## src/rtl/bf_pkg.sv

```systemverilog
// Shared definitions for the brainfuck core, its program loader and benches.
package bf_pkg;

  localparam int          BF_CODE_AW  = 9;
  localparam logic [7:0]  BF_END_CHAR = 8'h00;

  typedef enum logic [1:0] {
    IDLE = 2'd0,
    LOAD = 2'd1,
    RUN  = 2'd2
  } bf_state_e;

endpackage

```

## src/rtl/bf_program_loader.sv

```systemverilog
// Code-RAM sequencer: streams a host program into code RAM with the core held
// in reset, then hands the RAM address port to the core and releases it.
module bf_program_loader
  import bf_pkg::*;
#(
  parameter int         CODE_AW  = BF_CODE_AW,
  parameter logic [7:0] END_CHAR = BF_END_CHAR
) (
  input  logic               clk,
  input  logic               reset,
  input  logic               load_start,
  input  logic               stop,
  input  logic [7:0]         in_data,
  input  logic               in_valid,
  output logic               in_ready,
  input  logic [CODE_AW-1:0] core_addr_code,
  output logic               core_reset,
  output logic [CODE_AW-1:0] ram_addr,
  output logic [7:0]         ram_wdata,
  output logic               ram_we,
  output logic [CODE_AW-1:0] prog_len,
  output logic               running,
  output logic               overflow
);

  localparam logic [CODE_AW-1:0] LAST_ADDR = {CODE_AW{1'b1}};
  localparam logic [CODE_AW-1:0] ADDR_ONE  = {{(CODE_AW-1){1'b0}}, 1'b1};
  localparam logic [CODE_AW-1:0] ADDR_ZERO = {CODE_AW{1'b0}};

  bf_state_e          state_r;
  logic [CODE_AW-1:0] wr_ptr_r;
  logic [CODE_AW-1:0] wr_addr_r;

  // Loader FSM with the registered write port and all registered outputs.
  always_ff @(posedge clk or negedge reset) begin
    if (!reset) begin
      state_r    <= IDLE;
      wr_ptr_r   <= ADDR_ZERO;
      wr_addr_r  <= ADDR_ZERO;
      ram_we     <= 1'b0;
      ram_wdata  <= 8'h00;
      core_reset <= 1'b0;
      in_ready   <= 1'b0;
      prog_len   <= ADDR_ZERO;
      running    <= 1'b0;
      overflow   <= 1'b0;
    end else begin
      ram_we <= 1'b0;
      case (state_r)
        IDLE: begin
          core_reset <= 1'b0;
          running    <= 1'b0;
          if (load_start && !stop) begin
            state_r   <= LOAD;
            wr_ptr_r  <= ADDR_ZERO;
            wr_addr_r <= ADDR_ZERO;
            overflow  <= 1'b0;
            prog_len  <= ADDR_ZERO;
            in_ready  <= 1'b1;
          end else begin
            in_ready <= 1'b0;
          end
        end
        LOAD: begin
          core_reset <= 1'b0;
          if (stop) begin
            state_r  <= IDLE;
            in_ready <= 1'b0;
          end else if (load_start) begin
            // Restart drops any byte accepted this cycle.
            wr_ptr_r  <= ADDR_ZERO;
            wr_addr_r <= ADDR_ZERO;
            overflow  <= 1'b0;
            prog_len  <= ADDR_ZERO;
          end else if (in_valid && in_ready) begin
            ram_we    <= 1'b1;
            wr_addr_r <= wr_ptr_r;
            wr_ptr_r  <= wr_ptr_r + ADDR_ONE;
            prog_len  <= wr_ptr_r + ADDR_ONE;
            if (in_data == END_CHAR) begin
              ram_wdata <= END_CHAR;
              state_r   <= RUN;
              running   <= 1'b1;
              in_ready  <= 1'b0;
            end else if (wr_ptr_r == LAST_ADDR) begin
              // Last slot always holds a terminator, even on overflow.
              ram_wdata <= END_CHAR;
              overflow  <= 1'b1;
              state_r   <= IDLE;
              in_ready  <= 1'b0;
            end else begin
              ram_wdata <= in_data;
            end
          end else begin
            in_ready <= 1'b1;
          end
        end
        RUN: begin
          if (stop) begin
            state_r    <= IDLE;
            running    <= 1'b0;
            core_reset <= 1'b0;
          end else if (load_start) begin
            state_r    <= LOAD;
            running    <= 1'b0;
            core_reset <= 1'b0;
            in_ready   <= 1'b1;
            wr_ptr_r   <= ADDR_ZERO;
            wr_addr_r  <= ADDR_ZERO;
            overflow   <= 1'b0;
            prog_len   <= ADDR_ZERO;
          end else begin
            // Released one edge after entry so the terminator write lands first.
            core_reset <= 1'b1;
          end
        end
        default: begin
          state_r    <= IDLE;
          running    <= 1'b0;
          core_reset <= 1'b0;
          in_ready   <= 1'b0;
        end
      endcase
    end
  end

  // Code-RAM address mux: a pending write owns the port, otherwise the core in RUN.
  always_comb begin
    ram_addr = wr_addr_r;
    if (ram_we) begin
      ram_addr = wr_addr_r;
    end else if (state_r == RUN) begin
      ram_addr = core_addr_code;
    end else if (state_r == IDLE) begin
      ram_addr = ADDR_ZERO;
    end else begin
      ram_addr = wr_addr_r;
    end
  end

endmodule

```

## config.mk

```make
export PLATFORM = sky130hd
export DESIGN_NAME = bf_program_loader
export DESIGN_NICKNAME = d
export VERILOG_FILES = /design/src/rtl/bf_pkg.sv /design/src/rtl/bf_program_loader.sv
export SDC_FILE = /design/constraint.sdc
export NUM_CORES = 1
export LEC_CHECK = 0
export CAP_MARGIN = 5
export CORE_MARGIN = 1
export CORE_UTILIZATION = 47
export CTS_BUF_LIST = sky130_fd_sc_hd__clkbuf_8
export DETAILED_ROUTE_END_ITERATION = 6
export PLACE_DENSITY = 0.82
export SKIP_CTS_REPAIR_TIMING = 1
export SYNTH_ARGS = -nofsm -noshare
export SYNTH_HDL_FRONTEND = slang
export SYNTH_SLANG_ARGS = --single-unit
```

## constraint.sdc

```tcl
create_clock -name clk -period 2.4 [get_ports clk]
set_clock_uncertainty 0.1 [all_clocks]
set_input_delay 0.24 -clock clk [delete_from_list [all_inputs] [get_ports clk]]
set_output_delay 0.24 -clock clk [all_outputs]
set_load 0.02 [all_outputs]
```

## Word-level counts from Yosys, hierarchy flattened

Index checks and enable logic that the tools add are counted.

| storage, ports and cells | value |
|---|---|
| flip-flop bits (word level) | 33 |
| input port bits | 22 |
| output and inout port bits | 31 |
| logic and storage cells | 98 |

| operators by class | value |
|---|---|
| $add $sub $neg | 1 |
| eq/ne operators | 18 |
| mux-type cells | 56 |
| bitwise logic cells | 2 |
| reduce and logical (&&, ||, !) cells | 12 |

Operators by type and width:

| kind | number |
|---|---|
| $mux W9 | 12 |
| $pmux W9 S3 | 2 |
| $mux W1 | 28 |
| $ne A3 B3 Y1 const B | 6 |
| $mux W2 | 8 |
| $mux W8 | 2 |
| $ne A2 B2 Y1 const B | 7 |
| $reduce_and A5 Y1 | 2 |
| $add A9 B1 Y9 const B | 1 |
| $eq A9 B9 Y1 const B | 1 |
| $logic_not A8 Y1 | 1 |
| $reduce_and A4 Y1 | 2 |
| $reduce_and A8 Y1 | 1 |
| $pmux W1 S3 | 2 |
| $pmux W2 S3 | 1 |
| $reduce_and A6 Y1 | 1 |
| $ne A5 B5 Y1 const B | 1 |
| $ne A4 B4 Y1 const B | 1 |
| $reduce_bool A3 Y1 | 1 |
| $eq A2 B1 Y1 const B | 1 |
| $eq A2 B2 Y1 const B | 1 |
| $logic_and A1 B1 Y1 | 2 |
| $logic_not A2 Y1 | 1 |
| $not A1 Y1 | 2 |
| 2 further kinds | 2 |

## Depth between registers and ports, before layout

Gate-level depths: netlist (run 1).

| depth | value |
|---|---|
| word-level depth | 7 |
| gate-level depth with buffers | 7 |
| depth with buffers taken out | 6 |

## Worst setup path after synthesis (run 1)

Ideal clock, no wire load.

| path | value |
|---|---|
| path kind | register to output |
| start point | register ram_we |
| end point | output port ram_addr[7] |
| arrival | 1.585 ns |
| required time | 2.060 ns |
| setup slack | 0.475 ns |
| stages on the path, launching flop included | 5 |
| path buffers | 2 |
| path through | dfrtp_1 -> or2_2 -> clkbuf_1 -> clkbuf_1 -> o21ai_0 |

| between the ends | value |
|---|---|
| longest elaborated chain between the ends | 1 |

RTL lines:

| what | line | source |
|---|---|---|
| start, declared | bf_program_loader.sv:20 | `output logic ram_we,` |
| start signal, assigned | bf_program_loader.sv:40 | `ram_we <= 1'b0;` |
| start signal, assigned | bf_program_loader.sv:48 | `ram_we <= 1'b0;` |
| start signal, assigned | bf_program_loader.sv:76 | `ram_we <= 1'b1;` |
| $mux W9 | bf_program_loader.sv:130 | `if (ram_we) begin` |
| end, declared | bf_program_loader.sv:18 | `output logic [CODE_AW-1:0] ram_addr,` |

No other way between the ends.

## Worst setup path in the final report (run 1)

| path | value |
|---|---|
| start point | register state_r[0] |
| end point | output port ram_addr[4] |

| between the ends | value |
|---|---|
| longest elaborated chain between the ends | 4 |
| elaborated cells between the ends (all ways) | 5 |

RTL lines:

| what | line | source |
|---|---|---|
| start, declared | bf_program_loader.sv:30 | `bf_state_e state_r;` |
| start signal, assigned | bf_program_loader.sv:37 | `state_r <= IDLE;` |
| start signal, assigned | bf_program_loader.sv:54 | `state_r <= LOAD;` |
| start signal, assigned | bf_program_loader.sv:67 | `state_r <= IDLE;` |
| $logic_not A2 Y1 | bf_program_loader.sv:134 | `end else if (state_r == IDLE) begin` |
| $mux W9 | bf_program_loader.sv:134 |  |
| $mux W9 (*) | bf_program_loader.sv:132 | `end else if (state_r == RUN) begin` |
| $mux W9 (*) | bf_program_loader.sv:130 |  |

Mark *: on every way between the ends. The rest lies on a longest branch, timed or not.

==> impl_results.html, run 1 <==
<table>
<tr><th>Metric</th><th>Value</th></tr>
<tr><th colspan="2">Synthesis</th></tr>
<tr><td>Net count after synthesis</td><td>192</td></tr>
<tr><td>Netlist Area Pre-Place</td><td>1620 um2</td></tr>
<tr><td>XOR/XNOR share of the synthesized area</td><td>2.71%</td></tr>
<tr><td>Count of unique library cells instantiated by Yosys</td><td>39</td></tr>
<tr><td>Share of Yosys cell area claimed by the top area cell type</td><td>51.1%</td></tr>
<tr><td>Synthesized instance count</td><td>168</td></tr>
<tr><td>Synthesis Warnings</td><td>0</td></tr>
<tr><td>Mux cell area share after synthesis</td><td>0.697%</td></tr>
<tr><td>Compound-Gate Fraction of Synth Area</td><td>15.4%</td></tr>
<tr><td>Dominant combinational cell family by area after synthesis</td><td>simple AND/OR/NAND/NOR gates</td></tr>
<tr><td>Largest cells by area after synthesis</td><td>sky130_fd_sc_hd__dfrtp_1 (51%), sky130_fd_sc_hd__nand2_1 (9.1%), sky130_fd_sc_hd__a22o_1 (5.4%), sky130_fd_sc_hd__nand3b_1 (3.7%), sky130_fd_sc_hd__o21ai_0 (3.4%)</td></tr>
<tr><td>Predominant post-synthesis flop cell</td><td>sky130_fd_sc_hd__dfrtp_1</td></tr>
<tr><td>Cell type with the highest aggregate area in the netlist</td><td>sky130_fd_sc_hd__dfrtp_1</td></tr>
<tr><td>Proportion of synthesized flip-flops having asynchronous set or reset</td><td>100%</td></tr>
<tr><td>Post-synthesis simple-gate area fraction</td><td>24.1%</td></tr>
<tr><td>Syn Area/Cell</td><td>9.62 um2</td></tr>
<tr><td>Most common cell in the netlist</td><td>sky130_fd_sc_hd__nand2_1</td></tr>
<tr><td>EDFF count, synth</td><td>0</td></tr>
<tr><td>Most frequent cells after synthesis</td><td>sky130_fd_sc_hd__nand2_1 (39), sky130_fd_sc_hd__dfrtp_1 (33), sky130_fd_sc_hd__o21ai_0 (11)</td></tr>
<tr><td>Adder-cell area share of the yosys netlist</td><td>1.55%</td></tr>
<tr><td>Synthesized flop and latch total</td><td>33</td></tr>
<tr><td>Sequential fraction of the synthesis area</td><td>51.1%</td></tr>
<tr><th colspan="2">GRT</th></tr>
<tr><td>Largest net degree at the start of global routing</td><td>34</td></tr>
<tr><td>Overflow left after global routing</td><td>0</td></tr>
<tr><td>Antenna violations before repair</td><td>0</td></tr>
<tr><td>First-pass GRT wire length</td><td>6620 um</td></tr>
<tr><td>Via count of the first global-routing pass</td><td>1410</td></tr>
<tr><td>Tot GR Track Use</td><td>25.2%</td></tr>
<tr><th colspan="2">Routing</th></tr>
<tr><td>Post-route DRC</td><td>0</td></tr>
<tr><td>TritonRoute pass-1 iters</td><td>4</td></tr>
<tr><td>Antenna violation net count after detailed routing</td><td>0</td></tr>
<tr><td>Final WL</td><td>4120 um</td></tr>
<tr><td>Wire per inst</td><td>15.5 um</td></tr>
<tr><td>Number of vias per cell</td><td>5.53</td></tr>
<tr><td>Total via count in the routed design</td><td>1466</td></tr>
<tr><td>Number of design-rule violations left by the first detailed-router iteration</td><td>59</td></tr>
<tr><th colspan="2">Power and ir drop</th></tr>
<tr><td>Cell internal power dissipation</td><td>0.922 mW</td></tr>
<tr><td>Total leakage power</td><td>0.992 nW</td></tr>
<tr><td>Switching Fraction</td><td>26.1%</td></tr>
<tr><td>Final Total Pwr</td><td>1.25 mW</td></tr>
<tr><td>Switching component of the power</td><td>0.325 mW</td></tr>
<tr><td>Power density normalized to cell area</td><td>554 nW/um2</td></tr>
<tr><td>Fraction of power consumed by combinational cells</td><td>18.2%</td></tr>
<tr><td>Clock share of power</td><td>32.8%</td></tr>
<tr><td>Max rail drop VDD</td><td>0.408 mV</td></tr>
<tr><td>Sequential share of power</td><td>49.0%</td></tr>
<tr><th colspan="2">Floorplan</th></tr>
<tr><td>Number of I/O pins</td><td>53</td></tr>
<tr><td>Core Rows</td><td>20</td></tr>
<tr><td>Core region area</td><td>3150 um2</td></tr>
<tr><td>Initial core utilization</td><td>51.3%</td></tr>
<tr><td>Width of the chip</td><td>60.6 um</td></tr>
<tr><td>Vertical die dimension</td><td>60.6 um</td></tr>
<tr><td>Die Outline Area</td><td>3680 um2</td></tr>
<tr><th colspan="2">Min path</th></tr>
<tr><td>Type of the worst min-delay path</td><td>in2async</td></tr>
<tr><th colspan="2">Placement</th></tr>
<tr><td>Cell Area, Placed</td><td>2160 um2</td></tr>
<tr><td>Estimated wirelength of the detail-placed design</td><td>2990 um</td></tr>
<tr><td>Final GP Congestion</td><td>0.848</td></tr>
<tr><td>Cell count after placement</td><td>258</td></tr>
<tr><td>Count of input and output buffers</td><td>52</td></tr>
<tr><td>Place WS</td><td>0.272 ns</td></tr>
<tr><th colspan="2">Critical path</th></tr>
<tr><td>Data required time at the worst endpoint</td><td>2.06 ns</td></tr>
<tr><td>Setup crit end kind</td><td>primary output</td></tr>
<tr><td>Max FO, Critical Path</td><td>18</td></tr>
<tr><td>Critical path arrival</td><td>1.99 ns</td></tr>
<tr><td>Startpoint Class</td><td>register</td></tr>
<tr><td>Category of the critical setup timing path</td><td>reg2out</td></tr>
<tr><th colspan="2">CTS</th></tr>
<tr><td>Level count of the clock H-tree</td><td>2</td></tr>
<tr><td>Number of clock buffers inserted by TritonCTS</td><td>5</td></tr>
<tr><td>CTS sink cnt</td><td>33</td></tr>
<tr><td>Clock Latency Late Sink</td><td>0.28 ns</td></tr>
<tr><td>CTS root buf</td><td>sky130_fd_sc_hd__clkbuf_8</td></tr>
<tr><td>Clock-pin slew reported for the worst setup and hold paths after clock tree synthesis</td><td>0.06 ns</td></tr>
<tr><td>Clock tree from TritonCTS</td><td>built</td></tr>
<tr><td>Longest Clk Path Bufs</td><td>2</td></tr>
<tr><th colspan="2">Timing</th></tr>
<tr><td>Final WS setup</td><td>0.0732 ns</td></tr>
<tr><td>Maximum clock rate</td><td>0.430 GHz</td></tr>
<tr><td>Tightest Pin Transition</td><td>0.668 ns</td></tr>
<tr><td>Final critical delay including setup and external delays</td><td>2.33 ns</td></tr>
<tr><td>Max Transition Viols Final</td><td>0</td></tr>
<tr><td>Count of final setup violators</td><td>0</td></tr>
<tr><td>Worst slew margin relative to its limit</td><td>55.4%</td></tr>
<tr><td>Post-Route Setup TNS</td><td>0 ns</td></tr>
<tr><td>Final hold violation count</td><td>0</td></tr>
<tr><td>Period utilisation layout</td><td>96.9%</td></tr>
<tr><td>Hold WS</td><td>0.272 ns</td></tr>
<tr><td>RSZ-0062 raised after global routing</td><td>no</td></tr>
<tr><th colspan="2">Cells and area</th></tr>
<tr><td>Final Cell Area</td><td>2250 um2</td></tr>
<tr><td>Nets</td><td>245</td></tr>
<tr><td>Final cell count without fillers</td><td>265</td></tr>
<tr><td>Antenna diode count</td><td>0</td></tr>
<tr><td>Share of the core filled with cells</td><td>71.5%</td></tr>
<tr><td>Fraction of layout instances using a drive strength above 1</td><td>6.79%</td></tr>
<tr><td>Number of inserted filler cells in the final layout</td><td>264</td></tr>
<tr><td>Relative area change from synthesis to final layout</td><td>39.4%</td></tr>
<tr><th colspan="2">Job</th></tr>
<tr><td>Max capacitance violation total</td><td>0</td></tr>
<tr><th colspan="2">Run status</th></tr>
<tr><td>Outcome</td><td>finished clean</td></tr>
</table>
state kept, by name (all words and copies together), names as in the netlist:
signal      flops
running         1
ram_we          1
ram_wdata       8
wr_addr_r       9
wr_ptr_r        9
state_r         2
core_reset      1
overflow        1
in_ready        1
critical path, stage by stage, from the launching register on:
cell	delay, ns
sky130_fd_sc_hd__dfrtp_1	0.46
sky130_fd_sc_hd__or2_4	0.36
sky130_fd_sc_hd__o21ai_0	0.24
sky130_fd_sc_hd__clkdlybuf4s50_1	0.65
metal layers:
metal | wire, um | vias up | GRT usage [%] | part of all wire (%)
met3 | 219 | 6 | 7.25 | 5.3
met2 | 2080 | 52 | 39.9 | 51
met5 | 0 | - | 0 | 0
li1 | - | 694 | - | -
met4 | 48 | 0 | 10.4 | 1.2
met1 | 1770 | 714 | 32.6 | 43
final timing paths:
path,start,endpoint,slack (ns),cells past startpoint
max in group asynchronous,reset,wr_ptr_r[2]$_DFFE_PN0P_,1.64,2
worst min register to register,ram_wdata[4]$_DFFE_PN0P_,ram_wdata[4]$_DFFE_PN0P_,0.37,2
worst max register to register,state_r[1]$_DFFE_PN0P_,ram_wdata[0]$_DFFE_PN0P_,0.45,5
worst max-delay path,state_r[0]$_DFFE_PN0P_,ram_addr[4],0.07,3
min in group clk,ram_wdata[4]$_DFFE_PN0P_,ram_wdata[4]$_DFFE_PN0P_,0.37,2
worst min-delay path,reset,state_r[0]$_DFFE_PN0P_,0.27,2
placed cells by master, fill, tap and decap left out, types with 3 or more instances in the layout:
cell type                         count
sky130_fd_sc_hd__nand3_1              3
sky130_fd_sc_hd__dfrtp_1             33
sky130_fd_sc_hd__a22o_1              10
sky130_fd_sc_hd__buf_4                3
sky130_fd_sc_hd__a21oi_1              6
sky130_fd_sc_hd__xor2_1               4
sky130_fd_sc_hd__nor2_1               8
sky130_fd_sc_hd__clkbuf_8             6
sky130_fd_sc_hd__o21ai_0             11
sky130_fd_sc_hd__nand4_1              3
sky130_fd_sc_hd__clkdlybuf4s50_1     51
sky130_fd_sc_hd__inv_1                4
sky130_fd_sc_hd__nand3b_1             8
sky130_fd_sc_hd__nand2_1             39
cells by family after synthesis:
group	count (synthesis)
fa+ha+maj	2
simple gates	78
compound gates	36
xor+xnor	5
flops	33
mux	1
buf+inv	13
area by class of cell:
type	count	area [um2]	share of cell area [%]
sequential	33	826	36.6
multi-input combinational	122	721	32.0
timing repair buffer	55	546	24.2
clock buffer	6	82.6	3.66
tap	44	55.1	2.44
inverter	4	20.0	0.888
clock inverter	1	3.75	0.167
power by group through the flow:
stage          clock network (mW)  logic (mW)  registers, mW
6_report                    0.409       0.227          0.612
5_1_grt                     0.443       0.245          0.615
4_1_cts                     0.415       0.227          0.611
3_5_place_dp                    0       0.226          0.622
3_3_place_gp                    0       0.221          0.620
2_1_floorplan                   0      0.0563          0.661
Note: power is estimated with default switching activity, not from simulation.
==> run 2: changes to the inputs <==
CORE_UTILIZATION = 60   (was 47)
DONT_BUFFER_PORTS = 1   (was unset)
PLACE_DENSITY = 0.76   (was 0.82)
==> run 2 against run 1 <==
  * The flow now finishes with violations (negative hold slack)
  * Non-clock buffer count decreased by 44
  * Combinational power decreased by 64%
  * Final area decreased by 20%
  * Sequential cell count unchanged
  * Final cell count decreased by 22%
  * Routed wire length decreased by 17%
  * Global-route usage increased by 0.18 points
  * Clock power decreased by 5.9%
  * Total power decreased by 9.8%
  * Largest power group unchanged
  * Highest routed layer unchanged
==> impl_results.html, run 2 (same netlist as run 1, synthesis figures left out) <==
<table>
<tr><th>Metric</th><th>Value</th></tr>
<tr><th colspan="2">Timing</th></tr>
<tr><td>Final critical delay including setup and external delays</td><td>2.11 ns (was 2.33 ns)</td></tr>
<tr><td>Period utilisation layout</td><td>88.1% (was 96.9%)</td></tr>
<tr><td>RSZ-0062 raised after global routing</td><td>no (unchanged)</td></tr>
<tr><td>Hold WS</td><td>-0.00571 ns (was 0.272 ns)</td></tr>
<tr><td>Worst slew margin relative to its limit</td><td>57.0% (was 55.4%)</td></tr>
<tr><td>Count of final setup violators</td><td>0 (unchanged)</td></tr>
<tr><td>Maximum clock rate</td><td>0.473 GHz (was 0.430 GHz)</td></tr>
<tr><td>Max Transition Viols Final</td><td>0 (unchanged)</td></tr>
<tr><td>Tightest Pin Transition</td><td>0.638 ns (was 0.668 ns)</td></tr>
<tr><td>Final WS setup</td><td>0.287 ns (was 0.0732 ns)</td></tr>
<tr><td>Post-Route Setup TNS</td><td>0 ns (unchanged)</td></tr>
<tr><td>Final hold violation count</td><td>2 (was 0)</td></tr>
<tr><th colspan="2">Floorplan</th></tr>
<tr><td>Initial core utilization</td><td>64.1% (was 51.3%)</td></tr>
<tr><td>Die Outline Area</td><td>2910 um2 (was 3680 um2)</td></tr>
<tr><td>Number of I/O pins</td><td>53 (unchanged)</td></tr>
<tr><td>Core region area</td><td>2520 um2 (was 3150 um2)</td></tr>
<tr><td>Core Rows</td><td>18 (was 20)</td></tr>
<tr><td>Vertical die dimension</td><td>53.9 um (was 60.6 um)</td></tr>
<tr><td>Width of the chip</td><td>53.9 um (was 60.6 um)</td></tr>
<tr><th colspan="2">Cells and area</th></tr>
<tr><td>Number of inserted filler cells in the final layout</td><td>211 (was 264)</td></tr>
<tr><td>Most frequent standard cell in the layout excluding fill and tap cells</td><td>sky130_fd_sc_hd__nand2_1 (was sky130_fd_sc_hd__clkdlybuf4s50_1)</td></tr>
<tr><td>Nets</td><td>201 (was 245)</td></tr>
<tr><td>Final Cell Area</td><td>1790 um2 (was 2250 um2)</td></tr>
<tr><td>Largest regs</td><td>wr_addr_r: 9 flops, wr_ptr_r: 9 flops, ram_wdata: 8 flops (unchanged)</td></tr>
<tr><td>Fraction of layout instances using a drive strength above 1</td><td>10.7% (was 6.79%)</td></tr>
<tr><td>Share of the core filled with cells</td><td>71.0% (was 71.5%)</td></tr>
<tr><td>Final cell count without fillers</td><td>208 (was 265)</td></tr>
<tr><td>Relative area change from synthesis to final layout</td><td>10.8% (was 39.4%)</td></tr>
<tr><td>Antenna diode count</td><td>0 (unchanged)</td></tr>
<tr><td>Highest-count cells in the layout ignoring fill and taps</td><td>sky130_fd_sc_hd__nand2_1 (39), sky130_fd_sc_hd__dfrtp_1 (33), sky130_fd_sc_hd__o21ai_0 (11) (was sky130_fd_sc_hd__clkdlybuf4s50_1 (51), sky130_fd_sc_hd__nand2_1 (39), sky130_fd_sc_hd__dfrtp_1 (33))</td></tr>
<tr><th colspan="2">Critical path</th></tr>
<tr><td>Master of the slowest instance on the critical path</td><td>sky130_fd_sc_hd__dlygate4sd3_1 (was sky130_fd_sc_hd__clkdlybuf4s50_1)</td></tr>
<tr><td>Setup crit end kind</td><td>register (was primary output)</td></tr>
<tr><td>Startpoint Class</td><td>register (unchanged)</td></tr>
<tr><td>Max FO, Critical Path</td><td>14 (was 18)</td></tr>
<tr><td>Cell count of the worst reg-to-reg path</td><td>4 (was 5)</td></tr>
<tr><td>Data required time at the worst endpoint</td><td>2.52 ns (was 2.06 ns)</td></tr>
<tr><td>Number of cells on the critical path</td><td>4 (was 3)</td></tr>
<tr><td>Count of buffering cells on the critical path with inverters included</td><td>1 (unchanged)</td></tr>
<tr><td>CP cell instances</td><td>nand2b_2, o41a_1, nor3_1, dlygate4sd3_1 (was or2_4, o21ai_0, clkdlybuf4s50_1)</td></tr>
<tr><td>Slowest Stage Delay on Critical Path</td><td>0.57 ns (was 0.65 ns)</td></tr>
<tr><td>Family with the most delay on the worst path</td><td>buffers and inverters (unchanged)</td></tr>
<tr><td>Critical path arrival</td><td>2.23 ns (was 1.99 ns)</td></tr>
<tr><td>Category of the critical setup timing path</td><td>reg2reg (was reg2out)</td></tr>
<tr><th colspan="2">Routing</th></tr>
<tr><td>Post-route DRC</td><td>0 (unchanged)</td></tr>
<tr><td>Final WL</td><td>3410 um (was 4120 um)</td></tr>
<tr><td>Number of vias per cell</td><td>6.19 (was 5.53)</td></tr>
<tr><td>Wire per inst</td><td>16.4 um (was 15.5 um)</td></tr>
<tr><td>Total via count in the routed design</td><td>1287 (was 1466)</td></tr>
<tr><td>Number of design-rule violations left by the first detailed-router iteration</td><td>25 (was 59)</td></tr>
<tr><td>Antenna violation net count after detailed routing</td><td>0 (unchanged)</td></tr>
<tr><td>TritonRoute pass-1 iters</td><td>4 (unchanged)</td></tr>
<tr><th colspan="2">Power and ir drop</th></tr>
<tr><td>Clock share of power</td><td>34.2% (was 32.8%)</td></tr>
<tr><td>Power density normalized to cell area</td><td>628 nW/um2 (was 554 nW/um2)</td></tr>
<tr><td>Sequential share of power</td><td>58.5% (was 49.0%)</td></tr>
<tr><td>Switching Fraction</td><td>27.5% (was 26.1%)</td></tr>
<tr><td>Total leakage power</td><td>0.830 nW (was 0.992 nW)</td></tr>
<tr><td>Max rail drop VDD</td><td>0.632 mV (was 0.408 mV)</td></tr>
<tr><td>Switching component of the power</td><td>0.309 mW (was 0.325 mW)</td></tr>
<tr><td>Cell internal power dissipation</td><td>0.816 mW (was 0.922 mW)</td></tr>
<tr><td>Fraction of power consumed by combinational cells</td><td>7.3% (was 18.2%)</td></tr>
<tr><td>Final Total Pwr</td><td>1.13 mW (was 1.25 mW)</td></tr>
<tr><th colspan="2">Placement</th></tr>
<tr><td>Cell Area, Placed</td><td>1640 um2 (was 2160 um2)</td></tr>
<tr><td>Cell count after placement</td><td>194 (was 258)</td></tr>
<tr><td>Estimated wirelength of the detail-placed design</td><td>2360 um (was 2990 um)</td></tr>
<tr><td>Final GP Congestion</td><td>0.816 (was 0.848)</td></tr>
<tr><td>Place WS</td><td>0.433 ns (was 0.272 ns)</td></tr>
<tr><td>Count of input and output buffers</td><td>0 (was 52)</td></tr>
<tr><th colspan="2">CTS</th></tr>
<tr><td>Level count of the clock H-tree</td><td>2 (unchanged)</td></tr>
<tr><td>CTS sink cnt</td><td>33 (unchanged)</td></tr>
<tr><td>Longest Clk Path Bufs</td><td>2 (unchanged)</td></tr>
<tr><td>Clock-pin slew reported for the worst setup and hold paths after clock tree synthesis</td><td>0.06 ns (about the same)</td></tr>
<tr><td>Number of clock buffers inserted by TritonCTS</td><td>5 (unchanged)</td></tr>
<tr><td>CTS root buf</td><td>sky130_fd_sc_hd__clkbuf_8 (unchanged)</td></tr>
<tr><td>Clock tree from TritonCTS</td><td>built (unchanged)</td></tr>
<tr><td>Clock Latency Late Sink</td><td>0.28 ns (about the same)</td></tr>
<tr><th colspan="2">Job</th></tr>
<tr><td>Max capacitance violation total</td><td>0 (unchanged)</td></tr>
<tr><th colspan="2">GRT</th></tr>
<tr><td>Via count of the first global-routing pass</td><td>1078 (was 1410)</td></tr>
<tr><td>Largest net degree at the start of global routing</td><td>34 (unchanged)</td></tr>
<tr><td>First-pass GRT wire length</td><td>4920 um (was 6620 um)</td></tr>
<tr><td>Antenna violations before repair</td><td>0 (unchanged)</td></tr>
<tr><td>Tot GR Track Use</td><td>25.4% (was 25.2%)</td></tr>
<tr><td>Overflow left after global routing</td><td>0 (unchanged)</td></tr>
<tr><th colspan="2">Min path</th></tr>
<tr><td>Number of stages on the worst hold path</td><td>2</td></tr>
<tr><td>Type of the worst min-delay path</td><td>in2reg (was in2async)</td></tr>
<tr><th colspan="2">Run status</th></tr>
<tr><td>Outcome</td><td>finished, violations left (was finished clean)</td></tr>
<tr><td>Violations in the final reports</td><td>negative hold slack</td></tr>
</table>
==> run 2: cell types whose count changed in the layout (fill, tap and decap cells not counted), sizes merged <==
cell / change
clkbuf: -1
clkdlybuf4s50: -51
buf: +3
dlygate4sd3: +5
clkinv: +2
dlymetal6s2s: -1
==> run 2: power by group through the flow <==
stage / sequential (mW) / combinational [mW] / clock [mW]
finish: 0.658 / 0.0824 / 0.385
global route: 0.662 / 0.0949 / 0.412
CTS: 0.659 / 0.0626 / 0.398
detailed placement: 0.668 / 0.0632 / 0
global placement: 0.668 / 0.0596 / 0
floorplan: 0.661 / 0.0563 / 0
==> run 2: path summary, 6_finish.rpt <==
path                                             to  slack, ns                     start
setup reg to reg             state_r[1]$_DFFE_PN0P_       0.29    state_r[1]$_DFFE_PN0P_
hold / removal             ram_wdata[1]$_DFFE_PN0P_     -0.006                in_data[1]
setup / recovery             state_r[1]$_DFFE_PN0P_       0.29    state_r[1]$_DFFE_PN0P_
hold reg to reg            wr_addr_r[2]$_DFFE_PN0P_       0.41  wr_addr_r[2]$_DFFE_PN0P_
min in group asynchronous      in_ready$_DFFE_PN0P_       0.31                     reset
max in group asynchronous  wr_addr_r[1]$_DFFE_PN0P_       1.72                     reset
==> run 2: layout make-up <==
| class | count | area (um2) | share of cell area, % |
|---|---|---|---|
| sequential | 33 | 826 | 46.1 |
| multi-input combinational | 122 | 718 | 40.1 |
| timing repair buffer | 11 | 108 | 6.01 |
| clock buffer | 5 | 68.8 | 3.84 |
| tap | 30 | 37.5 | 2.09 |
| inverter | 4 | 20.0 | 1.12 |
| clock inverter | 3 | 13.8 | 0.768 |
==> run 2: routing by layer <==
metal,GRT usage [%],part of all wire [%]
met1,34.6,44
met2,34.6,46
met3,10.5,8.4
met4,12.7,1.5
met5,0,0
